$ cat src/rtl/laser_vz_pkg.sv
`default_nettype none
// ============================================================================
//  laser_vz_pkg
//  Shared constants, state encoding and size helper for the VZ snapshot uploader.
//  Revision: 1.0
// ============================================================================
package laser_vz_pkg;

    localparam logic [31:0] VZ_MAGIC      = 32'h565A4630;  // "VZF0"
    localparam int          VZ_HDR_LEN    = 24;
    localparam int          VZ_NAME_LEN   = 17;
    localparam logic [7:0]  VZ_TYPE_BASIC = 8'hF0;
    localparam logic [7:0]  VZ_TYPE_BIN   = 8'hF1;

    typedef enum logic [2:0] {
        VZ_IDLE   = 3'd0,
        VZ_PTR_LO = 3'd1,
        VZ_PTR_HI = 3'd2,
        VZ_READY  = 3'd3,
        VZ_FETCH  = 3'd4
    } vz_state_t;

    // Header plus body; an empty or inverted range leaves only the header.
    function automatic logic [16:0] vz_image_size(input logic [15:0] start,
                                                  input logic [15:0] stop);
        logic [16:0] len;
        len = (stop > start) ? {1'b0, stop - start} : 17'd0;
        return 17'(VZ_HDR_LEN) + len;
    endfunction

endpackage
`default_nettype wire

$ cat src/rtl/vz_header_rom.sv
`default_nettype none
// ============================================================================
//  vz_header_rom
//  Combinational lookup of the 24-byte .VZ header for a given byte offset.
//  Revision: 1.0
// ============================================================================
module vz_header_rom
    import laser_vz_pkg::*;
#(
    parameter logic [8*VZ_NAME_LEN-1:0] NAME_STR = "MISTER"
) (
    input  logic [4:0]  offset,
    input  logic [7:0]  img_type,
    input  logic [15:0] start,
    output logic [7:0]  hdr_byte
);

    function automatic int name_len(input logic [8*VZ_NAME_LEN-1:0] s);
        name_len = 0;
        for (int i = 0; i < VZ_NAME_LEN; i++) begin
            if (s[8*i +: 8] != 8'h00) name_len = i + 1;
        end
    endfunction

    // String parameters are right-aligned; the file format wants the name left-aligned.
    localparam logic [8*VZ_NAME_LEN-1:0] c_name =
        NAME_STR << (8 * (VZ_NAME_LEN - name_len(NAME_STR)));

    always_comb begin
        hdr_byte = 8'h00;
        case (offset)
            5'd0:    hdr_byte = VZ_MAGIC[31:24];
            5'd1:    hdr_byte = VZ_MAGIC[23:16];
            5'd2:    hdr_byte = VZ_MAGIC[15:8];
            5'd3:    hdr_byte = VZ_MAGIC[7:0];
            5'd21:   hdr_byte = img_type;
            5'd22:   hdr_byte = start[7:0];
            5'd23:   hdr_byte = start[15:8];
            default: begin
                for (int i = 0; i < VZ_NAME_LEN; i++) begin
                    if (offset == 5'(i + 4)) hdr_byte = c_name[8*(VZ_NAME_LEN-1-i) +: 8];
                end
            end
        endcase
    end

endmodule
`default_nettype wire

$ cat src/rtl/vz_snapshot_uploader.sv
`default_nettype none
// ============================================================================
//  vz_snapshot_uploader
//  Builds a .VZ image of Laser310 RAM and serves it byte-wise to hps_io upload.
//  Option macro: VZ_UPLOAD_CPU_HOLD_EN (stall the Z80 for the whole upload).
//  Revision: 1.0
// ============================================================================
module vz_snapshot_uploader
    import laser_vz_pkg::*;
#(
    parameter int                       MEM_LAT     = 2,
    parameter logic [15:0]              BASIC_START = 16'h7AE9,
    parameter logic [15:0]              PTR_ADDR    = 16'h78F9,
    parameter logic [8*VZ_NAME_LEN-1:0] NAME_STR    = "MISTER"
) (
    input  logic        clk_sys,
    input  logic        reset,
    input  logic        snap_req,
    input  logic        bin_mode,
    input  logic [15:0] bin_start,
    input  logic [15:0] bin_end,
    output logic        up_active,
    input  logic        up_rd,
    input  logic [15:0] up_addr,
    output logic [7:0]  up_din,
    output logic        up_busy,
    output logic [16:0] up_size,
    output logic        up_done,
    output logic        mem_rd,
    output logic [15:0] mem_addr,
    input  logic [7:0]  mem_data,
    output logic        cpu_hold
);

    localparam logic [2:0]  c_lat_last = 3'(MEM_LAT - 1);
    localparam logic [16:0] c_hdr_len  = 17'(VZ_HDR_LEN);

    vz_state_t   r_state, w_state_nxt;
    logic [15:0] r_start, r_mem_addr;
    logic [7:0]  r_type, r_ptr_lo, r_din;
    logic [16:0] r_size;
    logic [2:0]  r_cnt;
    logic        r_done, r_mem_rd, r_last;

    logic        w_lat_hit, w_issue, w_load, w_done;
    logic [15:0] w_issue_addr, w_body_addr;
    logic [7:0]  w_load_val, w_hdr_byte;
    logic [16:0] w_addr_ext;

    assign w_lat_hit   = (r_cnt == c_lat_last);
    assign w_addr_ext  = {1'b0, up_addr};
    assign w_body_addr = r_start + up_addr - 16'(VZ_HDR_LEN);

    vz_header_rom #(.NAME_STR(NAME_STR)) u_hdr (
        .offset   (up_addr[4:0]),
        .img_type (r_type),
        .start    (r_start),
        .hdr_byte (w_hdr_byte)
    );

    always_ff @(posedge clk_sys or posedge reset) begin
        if (reset) r_state <= VZ_IDLE;
        else       r_state <= w_state_nxt;
    end

    always_comb begin
        w_state_nxt  = r_state;
        w_issue      = 1'b0;
        w_issue_addr = r_mem_addr;
        w_load       = 1'b0;
        w_load_val   = r_din;
        w_done       = 1'b0;
        case (r_state)
            VZ_IDLE: begin
                if (snap_req) begin
                    if (bin_mode) begin
                        w_state_nxt = VZ_READY;
                    end else begin
                        w_state_nxt  = VZ_PTR_LO;
                        w_issue      = 1'b1;
                        w_issue_addr = PTR_ADDR;
                    end
                end
            end
            VZ_PTR_LO: begin
                if (w_lat_hit) begin
                    w_state_nxt  = VZ_PTR_HI;
                    w_issue      = 1'b1;
                    w_issue_addr = PTR_ADDR + 16'd1;
                end
            end
            VZ_PTR_HI: begin
                if (w_lat_hit) w_state_nxt = VZ_READY;
            end
            VZ_READY: begin
                // r_done marks the last byte already served: leave instead of serving more.
                if (r_done) begin
                    w_state_nxt = VZ_IDLE;
                end else if (up_rd) begin
                    if (w_addr_ext < c_hdr_len) begin
                        w_load     = 1'b1;
                        w_load_val = w_hdr_byte;
                        w_done     = (w_addr_ext == r_size - 17'd1);
                    end else if (w_addr_ext < r_size) begin
                        w_state_nxt  = VZ_FETCH;
                        w_issue      = 1'b1;
                        w_issue_addr = w_body_addr;
                    end else begin
                        w_load     = 1'b1;
                        w_load_val = 8'h00;
                    end
                end
            end
            VZ_FETCH: begin
                if (w_lat_hit) begin
                    w_state_nxt = VZ_READY;
                    w_load      = 1'b1;
                    w_load_val  = mem_data;
                    w_done      = r_last;
                end
            end
            default: w_state_nxt = VZ_IDLE;
        endcase
    end

    always_ff @(posedge clk_sys or posedge reset) begin
        if (reset) begin
            r_start    <= 16'h0000;
            r_mem_addr <= 16'h0000;
            r_type     <= 8'h00;
            r_ptr_lo   <= 8'h00;
            r_din      <= 8'h00;
            r_size     <= 17'd0;
            r_cnt      <= 3'd0;
            r_done     <= 1'b0;
            r_mem_rd   <= 1'b0;
            r_last     <= 1'b0;
        end else begin
            r_mem_rd <= w_issue;
            r_done   <= w_done;
            // Counter restarts on every read strobe and parks at the capture value.
            if (w_issue) begin
                r_mem_addr <= w_issue_addr;
                r_cnt      <= 3'd0;
            end else if (!w_lat_hit) begin
                r_cnt <= r_cnt + 3'd1;
            end
            if (w_load) r_din <= w_load_val;
            if (r_state == VZ_IDLE && snap_req) begin
                r_type  <= bin_mode ? VZ_TYPE_BIN : VZ_TYPE_BASIC;
                r_start <= bin_mode ? bin_start : BASIC_START;
                if (bin_mode) r_size <= vz_image_size(bin_start, bin_end);
            end
            if (r_state == VZ_PTR_LO && w_lat_hit) r_ptr_lo <= mem_data;
            if (r_state == VZ_PTR_HI && w_lat_hit) r_size <= vz_image_size(r_start, {mem_data, r_ptr_lo});
            if (r_state == VZ_READY && w_state_nxt == VZ_FETCH)
                r_last <= (w_addr_ext == r_size - 17'd1);
        end
    end

    assign up_active = (r_state == VZ_READY) || (r_state == VZ_FETCH);
    assign up_busy   = (r_state == VZ_FETCH);
    assign up_din    = r_din;
    assign up_size   = r_size;
    assign up_done   = r_done;
    assign mem_rd    = r_mem_rd;
    assign mem_addr  = r_mem_addr;

`ifdef VZ_UPLOAD_CPU_HOLD_EN
    assign cpu_hold = (r_state != VZ_IDLE);
`else
    assign cpu_hold = 1'b0;
`endif

endmodule
`default_nettype wire

$ cat config.mk
export PLATFORM = sky130hd
export DESIGN_NAME = vz_snapshot_uploader
export DESIGN_NICKNAME = d
export VERILOG_FILES = /design/src/rtl/laser_vz_pkg.sv /design/src/rtl/vz_header_rom.sv /design/src/rtl/vz_snapshot_uploader.sv
export SDC_FILE = /design/constraint.sdc
export NUM_CORES = 1
export LEC_CHECK = 0
export ABC_AREA = 0
export CORE_AREA = 10 10 102 194
export CTS_CLUSTER_SIZE = 30
export DETAILED_ROUTE_END_ITERATION = 10
export DIE_AREA = 0 0 112 204
export PLACE_DENSITY = 0.71
export SLEW_MARGIN = 20
export SYNTH_ARGS = -nofsm -noshare
export SYNTH_HDL_FRONTEND = slang
export SYNTH_SLANG_ARGS = --single-unit
$ cat constraint.sdc
create_clock -name clk_sys -period 7.13 [get_ports clk_sys]
set_input_delay 2.139 -clock clk_sys [delete_from_list [all_inputs] [get_ports clk_sys]]
set_output_delay 2.139 -clock clk_sys [all_outputs]
set_load 0.1 [all_outputs]
==> impl_metrics.json <==
{
  "routed_wl_um": 25570,
  "min_path_type": "reg2reg",
  "finalCriticalPeriod_ns": 5.621,
  "worstSetupPathType": "in2reg",
  "grt_usage_pct": 21.86,
  "leakagePower_uw": 0.003960,
  "avgSynthCellArea_um2": 8.094,
  "grt_first_pass_wirelength_um": 39960,
  "ir_worst_vdd_uv": 247.9,
  "io_pins": 107,
  "yosys.area_share.simple_pct": 19.50,
  "start_util_pct": 45.80,
  "worst_path_most_repeated_cell": "ha_1",
  "num-nets-final": 1178,
  "cp-start-kind": "primary input",
  "dp_hpwl_um": 21380,
  "drt-initial-drc-count": 342,
  "synth_area_leaders": "dfrtp_1 (25%), ha_1 (13%), inv_1 (5.6%), o21ai_0 (3.7%), xnor2_1 (3.7%)",
  "ant_nets": 0,
  "antenna_cells_inserted": 0,
  "crit_path_end_kind": "register",
  "synthFlopType": "dfrtp_1",
  "synth_top_area_share_pct": 24.89,
  "powerDensity_mw_per_mm2": 415.2,
  "synth_cell_types": 82,
  "hold_viol_final": 0,
  "drv_cap": 0,
  "grt_setup_unrepaired": "no",
  "tightest_slew_ns": 1.004,
  "cts_hold_buf": 0,
  "die_w_um": 112,
  "syn_nets": 1089,
  "yosys_warnings": 0,
  "synth_largest_area_cell": "dfrtp_1",
  "skew_ns": 0.01054,
  "cts_sinks": 76,
  "rr_worst_depth": 12,
  "syn2layout_area_growth_pct": 19.98,
  "dr.pass1.iters": 7,
  "drive_above_1_share_pct": 7.225,
  "max_clock_freq_ghz": 0.1779,
  "path_clk_slew_ns": 0.06,
  "synth-seq-cells": 76,
  "antenna_found_initial": 0,
  "via_per_inst": 5.949,
  "drc": 0,
  "synth_adder_area_share_pct": 14.05,
  "finalSetupViolCount": 0,
  "clockRootBuffer": "clkbuf_16",
  "die_area_mm2": 0.02285,
  "synth_mux_area_share_pct": 3.733,
  "core_mm2": 0.01668,
  "syn_inst": 944,
  "synth_top_cells_by_count": "inv_1 (114), ha_1 (81), dfrtp_1 (76)",
  "wl_per_cell_um": 20.53,
  "crit_chain": "clkdlybuf4s50_1 -> ha_1 -> a21oi_1 -> o21ai_0 -> a221o_1 -> o21a_1 -> a32oi_1 -> ha_1 -> nor4b_4 -> or3b_1 -> xnor2_1 -> o21ai_1",
  "cp_slowest_stage_delay_ns": 0.58,
  "synth_top_family_by_area": "compound AO/OA/AOI/OAI gates",
  "cts_tree": "yes",
  "post-place-ws_ns": 1.188,
  "async_flop_share_pct": 100.0,
  "post_cts_buffers": 0,
  "syn-cell-area_mm2": 0.007641,
  "synth-compound-area-share_pct": 24.02,
  "rows": 67,
  "drv_slew": 0,
  "hold_depth": 1,
  "maxSlewHeadroom_pct": 32.86,
  "fin_crit_sh_pct": 78.84,
  "status": "finished clean",
  "cp.arrival_ns": 5.83,
  "path_max_fanout": 15,
  "synth_edf_count": 0,
  "cts.path.max_buffers": 2,
  "fin_setup_tns_ns": 0,
  "synth_xor_xnor_area_share_pct": 6.075,
  "worst_path_max_delay_cell": "ha_1",
  "gr-total-overflow": 0,
  "grt_pass1_vias": 7654,
  "ys_seq_area_share_pct": 24.89,
  "critPathRequiredTime_ns": 7.34,
  "fin_ws_ns": 1.509,
  "dieHeight_um": 204,
  "synth.most_common_cell": "inv_1",
  "cts_buffers": 9,
  "ctsResizeCount": 0,
  "grt_max_degree": 55,
  "cts_max_level": 3,
  "gp_congestion": 0.9729,
  "portBuffers": 105,
  "clk_latency_ns": 0.34,
  "num_vias": 7407
}
==> routing by layer <==
metal  wire [µm]  GRT usage (%)
met1        8449          19.55
met2       14010          41.85
met3        1031          3.175
met4        2076          17.71
met5           0              0
==> power breakdown <==
group          switching, µW  total, µW  leakage, µW  internal (µW)
registers                177        758     0.000913            581
logic                   1730       2610      0.00292            885
clock network            196        436     0.000130            240
==> final cells by class <==
class,instances,area [µm²]
clock buffers,9,225.2
clock inverters,7,60.06
fillers,1564,7515
inverters,115,432.9
multi-input cells,716,5162
flip-flops and latches,76,1902
well taps,207,259.0
repair buffers,115,1126
==> state kept, by name, indices dropped and copies added, names as in the netlist, 2 cells and up <==
signal,count
r_start,16
r_state,3
mem_addr,16
up_din,8
r_ptr_lo,8
up_size,17
r_cnt,3
r_type,2
==> cell families (layout without fill, tap and decap cells) <==
group	Yosys count	after routing
AOI/OAI and AO/OA	266	266
xor gates and xnor gates	53	53
adders and majority gates	84	84
buffers and inverters	152	246
DFF	76	76
muxes	26	26
other	1	1
and+or+nand+nor	286	286
==> placed cells by master, fill, tap and decap left out, types with 5 or more instances in the layout <==
cell	n
inv_1	113
clkdlybuf4s50_1	105
ha_1	81
dfrtp_1	76
nor2_1	70
nand2_1	66
o21ai_0	56
a21oi_1	52
nand3_1	35
xnor2_1	32
nor3_1	24
xor2_1	21
mux2_2	20
a31oi_1	16
nor2b_1	15
o211ai_1	12
o22ai_1	12
nand4_1	11
o21a_1	10
a21o_1	10
a211oi_1	10
o22a_1	10
buf_4	10
o31ai_1	9
clkbuf_16	9
nor4_1	8
and3_1	8
or3_1	8
mux2i_1	6
a221oi_1	6
a22oi_1	6
o2111ai_1	5
==> metrics by stage <==
step	hold slack, ns	std cells	util, %	power, µW	area, µm²
global placement	0.4543	1229	53.24	3327	8882
floorplan	0.4407	944	-	2664	7641
CTS	0.4788	1245	54.95	3804	9168
detailed placement	0.4557	1229	53.24	3353	8882
global route	0.5089	1245	54.95	4055	9168
finish	0.4771	1245	54.95	3806	9168
==> worst max-delay path, delay by kind of cell <==
kind,cells,cell delay [ns]
and+or+nand+nor,2,0.77
xor gates and xnor gates,1,0.17
AOI/OAI and AO/OA,6,1.39
adders and majority gates,2,0.90
buffers and inverters,1,0.48
==> final timing paths <==
kind / end / start / slack, ns
min in group asynchronous: mem_addr[1]$_DFFE_PP0P_ / reset / 2.09
worst min-delay path: r_type[6]$_DFFE_PP0P_ / r_type[6]$_DFFE_PP0P_ / 0.48
worst min register to register: r_type[6]$_DFFE_PP0P_ / r_type[6]$_DFFE_PP0P_ / 0.48
worst max register to register: up_size[11]$_DFFE_PP0P_ / r_start[6]$_DFFE_PP0P_ / 3.27
worst max-delay path: up_size[11]$_DFFE_PP0P_ / mem_data[1] / 1.51
max in group asynchronous: up_size[11]$_DFFE_PP0P_ / reset / 3.97
Note: power is estimated with default switching activity, not from simulation.
